**config.mk**
```make
export PLATFORM = sky130hd
export DESIGN_NAME = program_memory
export DESIGN_NICKNAME = d
export VERILOG_FILES = /design/src/rtl/cpu_pkg.sv /design/src/rtl/program_memory.sv
export SDC_FILE = /design/constraint.sdc
export NUM_CORES = 1
export LEC_CHECK = 0
export ABC_AREA = 1
export BUFFER_PORTS_ARGS = -buffer_cell sky130_fd_sc_hd__buf_4
export CORE_MARGIN = 2
export CORE_UTILIZATION = 40
export CTS_CLUSTER_SIZE = 25
export DETAILED_ROUTE_END_ITERATION = 10
export PLACE_DENSITY_LB_ADDON = 0.25
export SETUP_SLACK_MARGIN = 0.3
export SYNTH_ARGS = -nofsm -noshare
export SYNTH_HDL_FRONTEND = slang
export SYNTH_SLANG_ARGS = --single-unit
```
**constraint.sdc**
```tcl
create_clock -name clk -period 2.7 [get_ports clk]
set_input_delay 0 -clock clk [delete_from_list [all_inputs] [get_ports clk]]
set_output_delay 0 -clock clk [all_outputs]
set_load 0.005 [all_outputs]
```
**src/rtl/cpu_pkg.sv**
```systemverilog
// ---------------------------------------------------------------------------
// cpu_pkg
// Types and constants shared by the simple CPU blocks.
//   pm_state_t      : program memory sequencing states (clear sweep / load)
//   PM_MODE_APPEND  : loader writes at the next free index, stops when full
//   PM_MODE_SHIFT   : loader shifts words toward index 0, newest at the top
//   INSTR_WIDTH     : default instruction word width
// ---------------------------------------------------------------------------
package cpu_pkg;

   typedef enum logic {
      PM_CLEAR,
      PM_LOAD
   } pm_state_t;

   localparam logic PM_MODE_APPEND = 1'b0;
   localparam logic PM_MODE_SHIFT  = 1'b1;

   localparam int INSTR_WIDTH = 12;

endpackage

```
**src/rtl/program_memory.sv**
```systemverilog
// ---------------------------------------------------------------------------
// program_memory
// Instruction store between the program loader and the CPU fetch stage.
// After reset or a clear request every word is zeroed by a DEPTH-cycle sweep;
// the store is then loaded word-by-word in APPEND or SHIFT mode (mode sampled
// from shift_mode when the sweep finishes).
//
// Ports:
//   clk, reset   : clock, synchronous active-high reset
//   clear        : restart the clear sweep
//   shift_mode   : 1 = SHIFT load mode, 0 = APPEND
//   load_valid   : loader presents load_data
//   load_data    : instruction word to store
//   load_ready   : word is accepted this cycle when load_valid is high
//   rd_index     : combinational read address
//   rd_data      : mem[rd_index], 0 while busy or out of range
//   fetch_en     : registered fetch request (ignored while busy)
//   fetch_addr   : registered fetch address
//   fetch_data   : word registered from fetch_addr, 1-cycle latency
//   count        : number of valid words, 0..DEPTH
//   full         : count == DEPTH
//   busy         : clear sweep in progress
// ---------------------------------------------------------------------------
module program_memory
   import cpu_pkg::*;
#(
   parameter int WIDTH  = INSTR_WIDTH,
   parameter int DEPTH  = 8,
   parameter int ADDR_W = $clog2(DEPTH)
) (
   input  logic              clk,
   input  logic              reset,
   input  logic              clear,
   input  logic              shift_mode,
   input  logic              load_valid,
   input  logic [WIDTH-1:0]  load_data,
   output logic              load_ready,
   input  logic [ADDR_W-1:0] rd_index,
   output logic [WIDTH-1:0]  rd_data,
   input  logic              fetch_en,
   input  logic [ADDR_W-1:0] fetch_addr,
   output logic [WIDTH-1:0]  fetch_data,
   output logic [ADDR_W:0]   count,
   output logic              full,
   output logic              busy
);

   localparam logic [ADDR_W:0]   DEPTH_C  = (ADDR_W + 1)'(DEPTH);
   localparam logic [ADDR_W-1:0] LAST_PTR = ADDR_W'(DEPTH - 1);

   pm_state_t         state;
   pm_state_t         state_next;
   logic [ADDR_W-1:0] clr_ptr;
   logic [ADDR_W:0]   count_q;
   logic              mode_q;
   logic [WIDTH-1:0]  fetch_q;
   logic [WIDTH-1:0]  mem [DEPTH];

   logic              xfer;
   logic              rd_in_range;
   logic              fetch_in_range;
   logic              clr_last;

   // ---------------- state register ----------------
   always_ff @(posedge clk) begin
      if (reset) state <= PM_CLEAR;
      else       state <= state_next;
   end

   // ---------------- next state and outputs ----------------
   always_comb begin
      state_next     = state;
      busy           = 1'b0;
      load_ready     = 1'b0;
      clr_last       = (clr_ptr == LAST_PTR);
      full           = (count_q == DEPTH_C);
      rd_in_range    = ({1'b0, rd_index} < DEPTH_C);
      fetch_in_range = ({1'b0, fetch_addr} < DEPTH_C);

      case (state)
         PM_CLEAR: begin
            busy = 1'b1;
            if (!clear && clr_last) state_next = PM_LOAD;
         end
         PM_LOAD: begin
            // SHIFT mode keeps accepting when full; the oldest word falls off.
            load_ready = !clear && ((mode_q == PM_MODE_SHIFT) || !full);
            if (clear) state_next = PM_CLEAR;
         end
         default: state_next = PM_CLEAR;
      endcase

      xfer    = load_valid && load_ready && !reset;
      rd_data = (busy || !rd_in_range) ? '0 : mem[rd_index];
   end

   // ---------------- sweep pointer, word count, load mode ----------------
   always_ff @(posedge clk) begin
      if (reset) begin
         clr_ptr <= '0;
         count_q <= '0;
         mode_q  <= PM_MODE_APPEND;
      end else if (clear) begin
         clr_ptr <= '0;
         count_q <= '0;
      end else if (state == PM_CLEAR) begin
         // Explicit wrap so non-power-of-two DEPTH ends on the last word.
         clr_ptr <= clr_last ? '0 : clr_ptr + 1'b1;
         if (clr_last) mode_q <= shift_mode;
      end else if (xfer && (count_q != DEPTH_C)) begin
         count_q <= count_q + 1'b1;
      end
   end

   // ---------------- storage (no reset; zeroed by the clear sweep) ----------------
   always_ff @(posedge clk) begin
      if (!reset && state == PM_CLEAR) begin
         mem[clr_ptr] <= '0;
      end else if (xfer) begin
         if (mode_q == PM_MODE_SHIFT) begin
            for (int unsigned i = 0; i < DEPTH - 1; i++) begin
               mem[ADDR_W'(i)] <= mem[ADDR_W'(i + 1)];
            end
            mem[LAST_PTR] <= load_data;
         end else begin
            mem[count_q[ADDR_W-1:0]] <= load_data;
         end
      end
   end

   // ---------------- registered fetch port ----------------
   always_ff @(posedge clk) begin
      if (reset) begin
         fetch_q <= '0;
      end else if (state == PM_LOAD && fetch_en) begin
         fetch_q <= fetch_in_range ? mem[fetch_addr] : '0;
      end
   end

   always_comb begin
      count      = count_q;
      fetch_data = fetch_q;
   end

endmodule

```
[Word level (Yosys, flattened, before mapping)]
Memories as Yosys holds them, arrays and structs flattened. A register that Yosys moved wholly into a read port is not among the register bits.
Index checks and enable logic that the tools add are counted.
Operators by class
  add/sub/neg operators: 2
  $mul: 0
  divide/modulo/power cells: 0
  magnitude comparators: 0
  equality and inequality tests: 3
  shift-type cells: 0
  mux-type cells: 23
  bitwise gates (word level): 2
  reduce and logical (&&, ||, !) cells: 16
Operators by type and width (number)
  2-to-1 mux 12 bit: 3
  OR reduction 12 bit: 2
  2-to-1 mux 1 bit: 16
  2-to-1 mux 3 bit: 3
  logical AND 1 bit: 7
  adder 4 x 1 -> 4 bit (second input constant): 1
  equality test 4 bit (second input constant): 1
  inequality test 4 bit (second input constant): 1
  adder 3 x 1 -> 3 bit (second input constant): 1
  equality test 3 bit (second input constant): 1
  zero test 1 bit: 3
  AND reduction 3 bit: 1
  NOT 1 bit: 2
  case mux 1 bit (2 select lines): 1
  AND reduction 2 bit: 1
  OR reduction 2 bit: 1
  logical OR 1 bit: 1
Word-level totals
  register bits: 9
  bits in latches: 0
  bits in writable memories: 96
  bits in read-only memories: 0
  input port bits: 24
  output and inout port bits: 31
  logic and storage cells: 51
  memories: 1
Memory list
  mem: words 8, width 12, rd ports 9, clocked after memory_dff 1, wr ports 8, line program_memory.sv:57  | logic [WIDTH-1:0] mem [DEPTH];

[Logic depth before layout (Yosys ltp)]
Gate-level depths: netlist of run 1.
  depth after elaboration: 13
  gate-level depth with buffers: 10
  mapped depth without buffers: 9

[Least setup slack after synthesis of run 1]
Ideal clock, no wire load.
  path kind: register to register
  start point: register count_q[0] (netlist: count[0])
  end point: memory mem[0][0] in the netlist's numbering, enable pin
  library setup time: 0.350 ns
  arrival time: 1.697 ns
  required time: 2.350 ns
  path slack: 0.653 ns
  cell stages (with the launch flop): 10
  path buffers: 2
  clock period less this slack: 2.047 ns
  cell sequence: dfxtp_1 -> inv_1 -> ha_1 -> nand2_1 -> nor2_2 -> a21boi_4 -> nand3_2 -> buf_4 -> buf_6 -> nand2_1
RTL lines
  from (decl): line program_memory.sv:54  | logic [ADDR_W:0] count_q;
  from (signal assigned): line program_memory.sv:111  | count_q <= count_q + 1'b1;
  to (decl): line program_memory.sv:57

==> reports/qor.csv, run 1 <==
metric,value,unit
synth_cell_types,27,
final_layout_size_suffix_gt1_share,13.25,%
final_core_util,48.73,%
area_growth,20.31,%
drt-total-wl,17.24,mm
synth_top_family_by_area,compound AO/OA/AOI/OAI gates,
final.min_clock_period,2.225,ns
overflow,0,
arrival,2.33,ns
yosys-top-cells-area,"edfxtp_1 45%, o21ai_0 10%, a21oi_1 8.0%",
pre_cts_ws,0.1898,ns
start_util,40.50,%
cp_data_required_time,2.81,ns
grt_start_max_net_pins,88,
core,15770,sq um
skew,0.009334,ns
post-route-cell-area,7685,sq um
fin_crit_sh,82.40,%
synthAdderAreaFrac,0.7835,%
die_h,130.4,um
top_layer,met4,
peakVddDrop,0.4663,mV
crit_type,flip-flop to flip-flop,
drv_cap,0,
worstHoldStart,load_valid,
fillers,1535,
final-setup-viol-count,0,
dpl_cell_area,6842,sq um
yosysWarnings,0,
drv_slew,0,
cts_buffers,17,
holdPathEnd,count[3],
track_usage,20.99,%
yosysTopAreaCell,edfxtp_1,
syn_inst,756,
syn-num-nets,784,
rows,46,
wl_met3,1.385,mm
dieWidth,130.4,um
cp_max_fo,14,
cts_tree,done,
r2r_setup_slack,0.48,ns
reg2reg_from,count[0],
antenna_found_initial,0,
layout_setup_ws,0.4751,ns
multi_input_area,2404,sq um
cp-start-kind,flip-flop,
final_cell_mix,"130 x o21ai_0, 114 x inv_1, 102 x a21oi_1",
ys_seq_elements,117,
synthXorXnorAreaFrac,0.2742,%
clockBufferDepth,2,
synth.mux.area_fraction,0,%
root_buffer,clkbuf_16,
nets,830,
drt-initial-drc-count,688,
synth_top_area_share,45.13,%
synth-compound-area-share,27.01,%
synth.yosys.seq_area_share,51.71,%
wl_met1,8.126,mm
power_density,612.2,nW/um^2
h-tree-depth,4,
dr.pass1.iters,6,
status,"complete, no violations",
reg2regPathDepth,10,
setup_tns,0,ns
diodes,0,
rsz0062_at_grt,no,
first_global_vias,5197,
worstHoldPathCells,5,
max_slew_margin,36.53,%
hold_class,primary input to flip-flop,
seq_area,3303,sq um
fmax,449.5,MHz
vias,5609,
grt_pass1_wl,27.31,mm
post-route-drc-count,0,
hpwl,11.78,mm
final_common_cell,o21ai_0,
wl_per_cell,16.72,um
dr_wl_met2,7.358,mm
via_per_inst,5.440,
syn_area,6387,sq um
io_pins,55,
p_total,4.705,mW
path_clk_slew,0.06,ns
hold_viol_final,0,
p_leak,3.150,nW
endpoint_kind,flip-flop,
worst_pin_slew,0.9510,ns
insertion_delay,0.43,ns
cts.sinks,117,
syn_avg_cell_area,8.449,sq um
dieArea,17000,sq um
synthSimpleGateAreaFrac,8.991,%
r2r_end,mem[0][6],
antenna_left,0,
portBuffers,54,
gp_congestion,0.8605,
-- routing by layer --
metal | vias up | global-route usage [%]
met2 | 243 | 30.34
met4 | 0 | 8.886
met3 | 26 | 5.863
met5 | - | 0
li1 | 2720 | -
met1 | 2620 | 29.60
-- final cells by class --
type                       instances  area share [%]
clock buffer                      17           5.536
clock inverter                    15           2.752
inverter                         114           5.568
multi-input combinational        472           31.28
sequential                       117           42.98
tap                              216           3.517
timing repair buffer              80           8.369
-- through the flow --
stage | hold slack (ns) | instances
after floorplan | 0.1415 | 756
after global placement | 0.3005 | 982
after detailed placement | 0.3039 | 982
after CTS | 0.003684 | 1031
after global routing | 0.06475 | 1031
final | 0.02579 | 1031
-- cells in the mapped netlist (all sizes together) --
library cell	instances
buf	28
nand3	28
inv	114
a31oi	12
nor2	27
o211ai	12
nand2	76
clkbuf	25
a211oi	1
a22oi	1
edfxtp	96
a21oi	102
xnor2	1
dfxtp	21
o21ai	203
xor2	1
ha	4
nand4	3
a21boi	1
-- critical path: stages (launching register included) --
cell and delay, ns:
dfxtp_1 0.39, inv_1 0.11, ha_1 0.24, nand3_2 0.13, nand4_4 0.18, o21ai_0 0.14
inv_1 0.11, nor2_2 0.20, nand2_1 0.08, nand2_1 0.06, buf_4 0.24
-- power breakdown --
| part | internal (mW) | switching, mW | total [mW] |
|---|---|---|---|
| Sequential | 1.95 | 0.00855 | 1.96 |
| Combinational | 0.100 | 0.194 | 0.295 |
| Clock | 1.62 | 0.830 | 2.45 |
| Total | 3.67 | 1.03 | 4.70 |
-- timing repair --
action,4_1_cts,5_1_grt
hold buffers,17,0
cloned,0,0
setup buffers,0,0
resized for setup,6,4
endpoints found under the hold margin,21,0
endpoints found under the setup margin,72,155
-- sequential cells by signal, indices dropped and copies added, names as in the netlist --
name and flops:
mode_q 1, state 1, clr_ptr 3, count 4, mem 96, fetch_data 12
-- worst max-delay path by stage --
stage	start	cells past startpoint	end	slack [ns]
final	count[0]	10	mem[0][6]	0.48
after global routing	count[0]	10	mem[1][5]	0.30
after CTS	count[0]	10	mem[0][6]	0.34
after detailed placement	count[0]	9	mem[2][9]	0.19
after global placement	count[0]	9	mem[2][9]	0.32
after floorplan	count[0]	9	mem[0][0]	0.65
-- kinds of logic after synthesis --
logic type / count (synthesis)
compound gates: 332
buf+inv: 167
simple gates: 134
flops: 117
fa+ha+maj: 4
xor+xnor: 2
Note: power is estimated with default switching activity, not from simulation.
==> run 2, diff against run 1 <==
==> constraint.sdc (replaced) <==
create_clock -name clk -period 2.1 [get_ports clk]
set_input_delay 0 -clock clk [delete_from_list [all_inputs] [get_ports clk]]
set_output_delay 0 -clock clk [all_outputs]
set_load 0.005 [all_outputs]
==> reports/qor.csv, run 2 (synthesis results as in run 1) <==
metric,value,unit,change
diodes,0,,unchanged
wl_per_cell,18.10,um,+8.3%
hpwl,12.44,mm,+5.7%
cts_tree,done,,
p_clk_share,51.5,%,-0.6 points
root_buffer,clkbuf_16,,
regMostFlops,mem,,
drt-total-wl,19.12,mm,+11%
start_util,40.50,%,unchanged
seqPwrFrac,41.5,%,about the same
worstSetupStartpoint,count[1],,
dieWidth,130.4,um,unchanged
hold_class,primary input to flip-flop,,
rsz0062_at_grt,yes,,
r2r_setup_slack,0.25,ns,-0.23 ns
antenna_left,0,,unchanged
final_layout_size_suffix_gt1_share,20.71,%,+7.5 points
power_density,732.6,nW/um^2,+20%
cp_data_required_time,2.23,ns,-0.58 ns
reg2reg_from,count[1],,
skew,0.008788,ns,-0.0005453 ns
holdWs,0.06075,ns,+0.03495 ns
final_cell_mix,"118 x o21ai_0, 109 x inv_1, 102 x a21oi_1",,
final_common_cell,o21ai_0,,
worstHoldStart,load_valid,,
dpl_cell_area,7066,sq um,+3.3%
nets,855,,+3.0%
vias,5790,,+3.2%
top_layer,met4,,
endpoint_kind,flip-flop,,
portBuffers,54,,unchanged
crit_type,flip-flop to flip-flop,,
setup_tns,0,ns,unchanged
h-tree-depth,4,,unchanged
post-route-cell-area,8283,sq um,+7.8%
p_sw_share,21.44,%,-0.51 points
arrival,1.98,ns,-0.35 ns
rows,46,,unchanged
p_comb_share,7.1,%,+0.8 points
p_leak,3.372,nW,+7.0%
p_int,4.767,mW,+30%
status,"complete, no violations",,
fillers,1509,,-1.7%
post-route-drc-count,0,,unchanged
area_growth,29.68,%,
path_clk_slew,0.05,ns,about the same
gp_congestion,0.8681,,+0.88%
p_switching,1.301,mW,+26%
cts_buffers,17,,unchanged
grt_pass1_wl,28.97,mm,+6.1%
dr_wl_met2,8.508,mm,+16%
hold_viol_final,0,,unchanged
dr.pass1.iters,5,,-1
core,15770,sq um,unchanged
fin_crit_sh,88.18,%,+5.8 points
io_pins,55,,unchanged
cts.sinks,117,,unchanged
die_h,130.4,um,unchanged
wl_met1,8.682,mm,+6.8%
via_per_inst,5.483,,+0.78%
clockBufferDepth,2,,unchanged
dieArea,17000,sq um,unchanged
max_slew_margin,50.54,%,+14 points
first_global_vias,5298,,+1.9%
antenna_found_initial,0,,unchanged
insertion_delay,0.42,ns,about the same
fmax,540.0,MHz,+20%
track_usage,22.78,%,+1.8 points
final-setup-viol-count,0,,unchanged
drt-initial-drc-count,641,,-6.8%
cp-start-kind,flip-flop,,
overflow,0,,unchanged
peakVddDrop,0.5969,mV,+28%
largest_reg_flops,96,,unchanged
drv_slew,0,,unchanged
grt_start_max_net_pins,63,,-28%
final.min_clock_period,1.852,ns,-0.3731 ns
worst_pin_slew,0.7410,ns,-0.2099 ns
wl_met3,1.526,mm,+10%
cp_max_fo,7,,-7
drv_cap,0,,unchanged
[run 2: cell count changes in the layout (fill, tap and decap cells not counted), moves of 8 or more]
cell,delta
nand2_1,-24
buf_4,+13
nand2_8,+13
nand2_2,+12
o21ai_0,-12
o21ai_1,+8
[run 2: worst max-delay path, stage by stage, from the launching register on]
cell and delay [ns]:
dfxtp_2 0.37, inv_4 0.06, ha_4 0.17, nand3_4 0.09, nand4_4 0.14, nand2_1 0.11
o21ai_1 0.10, nor2_4 0.14, buf_6 0.15, nand2_4 0.09, nand2_4 0.13
[run 2: per-layer routing]
layer / up-vias / global-route usage [%]
li1: 2784 / -
met4: 0 / 7.885
met5: - / 0
met1: 2727 / 32.16
met2: 248 / 34.31
met3: 31 / 5.617
[run 2: layout make-up]
class | count | area (sq um) | area share [%]
clock buffer | 25 | 495.5 | 5.982
clock inverter | 7 | 142.6 | 1.722
inverter | 114 | 434.2 | 5.242
multi-input combinational | 479 | 2798 | 33.78
sequential | 117 | 3311 | 39.97
tap | 216 | 270.3 | 3.263
timing repair buffer | 98 | 832.0 | 10.05
[run 2: repair_timing]
| action | CTS | global route |
|---|---|---|
| pin swaps | 12 | 14 |
| endpoints found under the setup margin | 187 | 186 |
| setup buffers | 8 | 6 |
| gates cloned | 4 | 3 |
| hold buffers | 17 | 0 |
| gates resized for setup | 39 | 30 |
| hold endpoints to repair | 53 | 0 |
[run 2: path summary, 6_finish.rpt]
kind                              endpoint  cells after the start
worst min register to register  clr_ptr[0]                      1
worst min-delay path              count[2]                      5
worst max-delay path             mem[7][0]                     10
worst max register to register   mem[7][0]                     10
[run 2: per-stage QoR]
| step | cells | power, mW | utilization [%] | setup WS [ns] |
|---|---|---|---|---|
| 2_1_floorplan | 756 | 2.791 | - | 0.3106 |
| 3_3_place_gp | 986 | 2.915 | 44.80 | 0.06037 |
| 3_5_place_dp | 986 | 2.923 | 44.80 | 0.01903 |
| 4_1_cts | 1047 | 6.065 | 51.43 | 0.3237 |
| 5_1_grt | 1056 | 6.226 | 52.52 | 0.2014 |
| 6_report | 1056 | 6.068 | 52.52 | 0.2482 |
[run 2: power by group through the flow]
stage / registers (mW) / clock network [mW] / logic (mW)
final: 2.52 / 3.12 / 0.428
after global routing: 2.52 / 3.24 / 0.466
after CTS: 2.52 / 3.15 / 0.400
after detailed placement: 2.56 / 0 / 0.358
after global placement: 2.56 / 0 / 0.351
after floorplan: 2.56 / 0 / 0.230
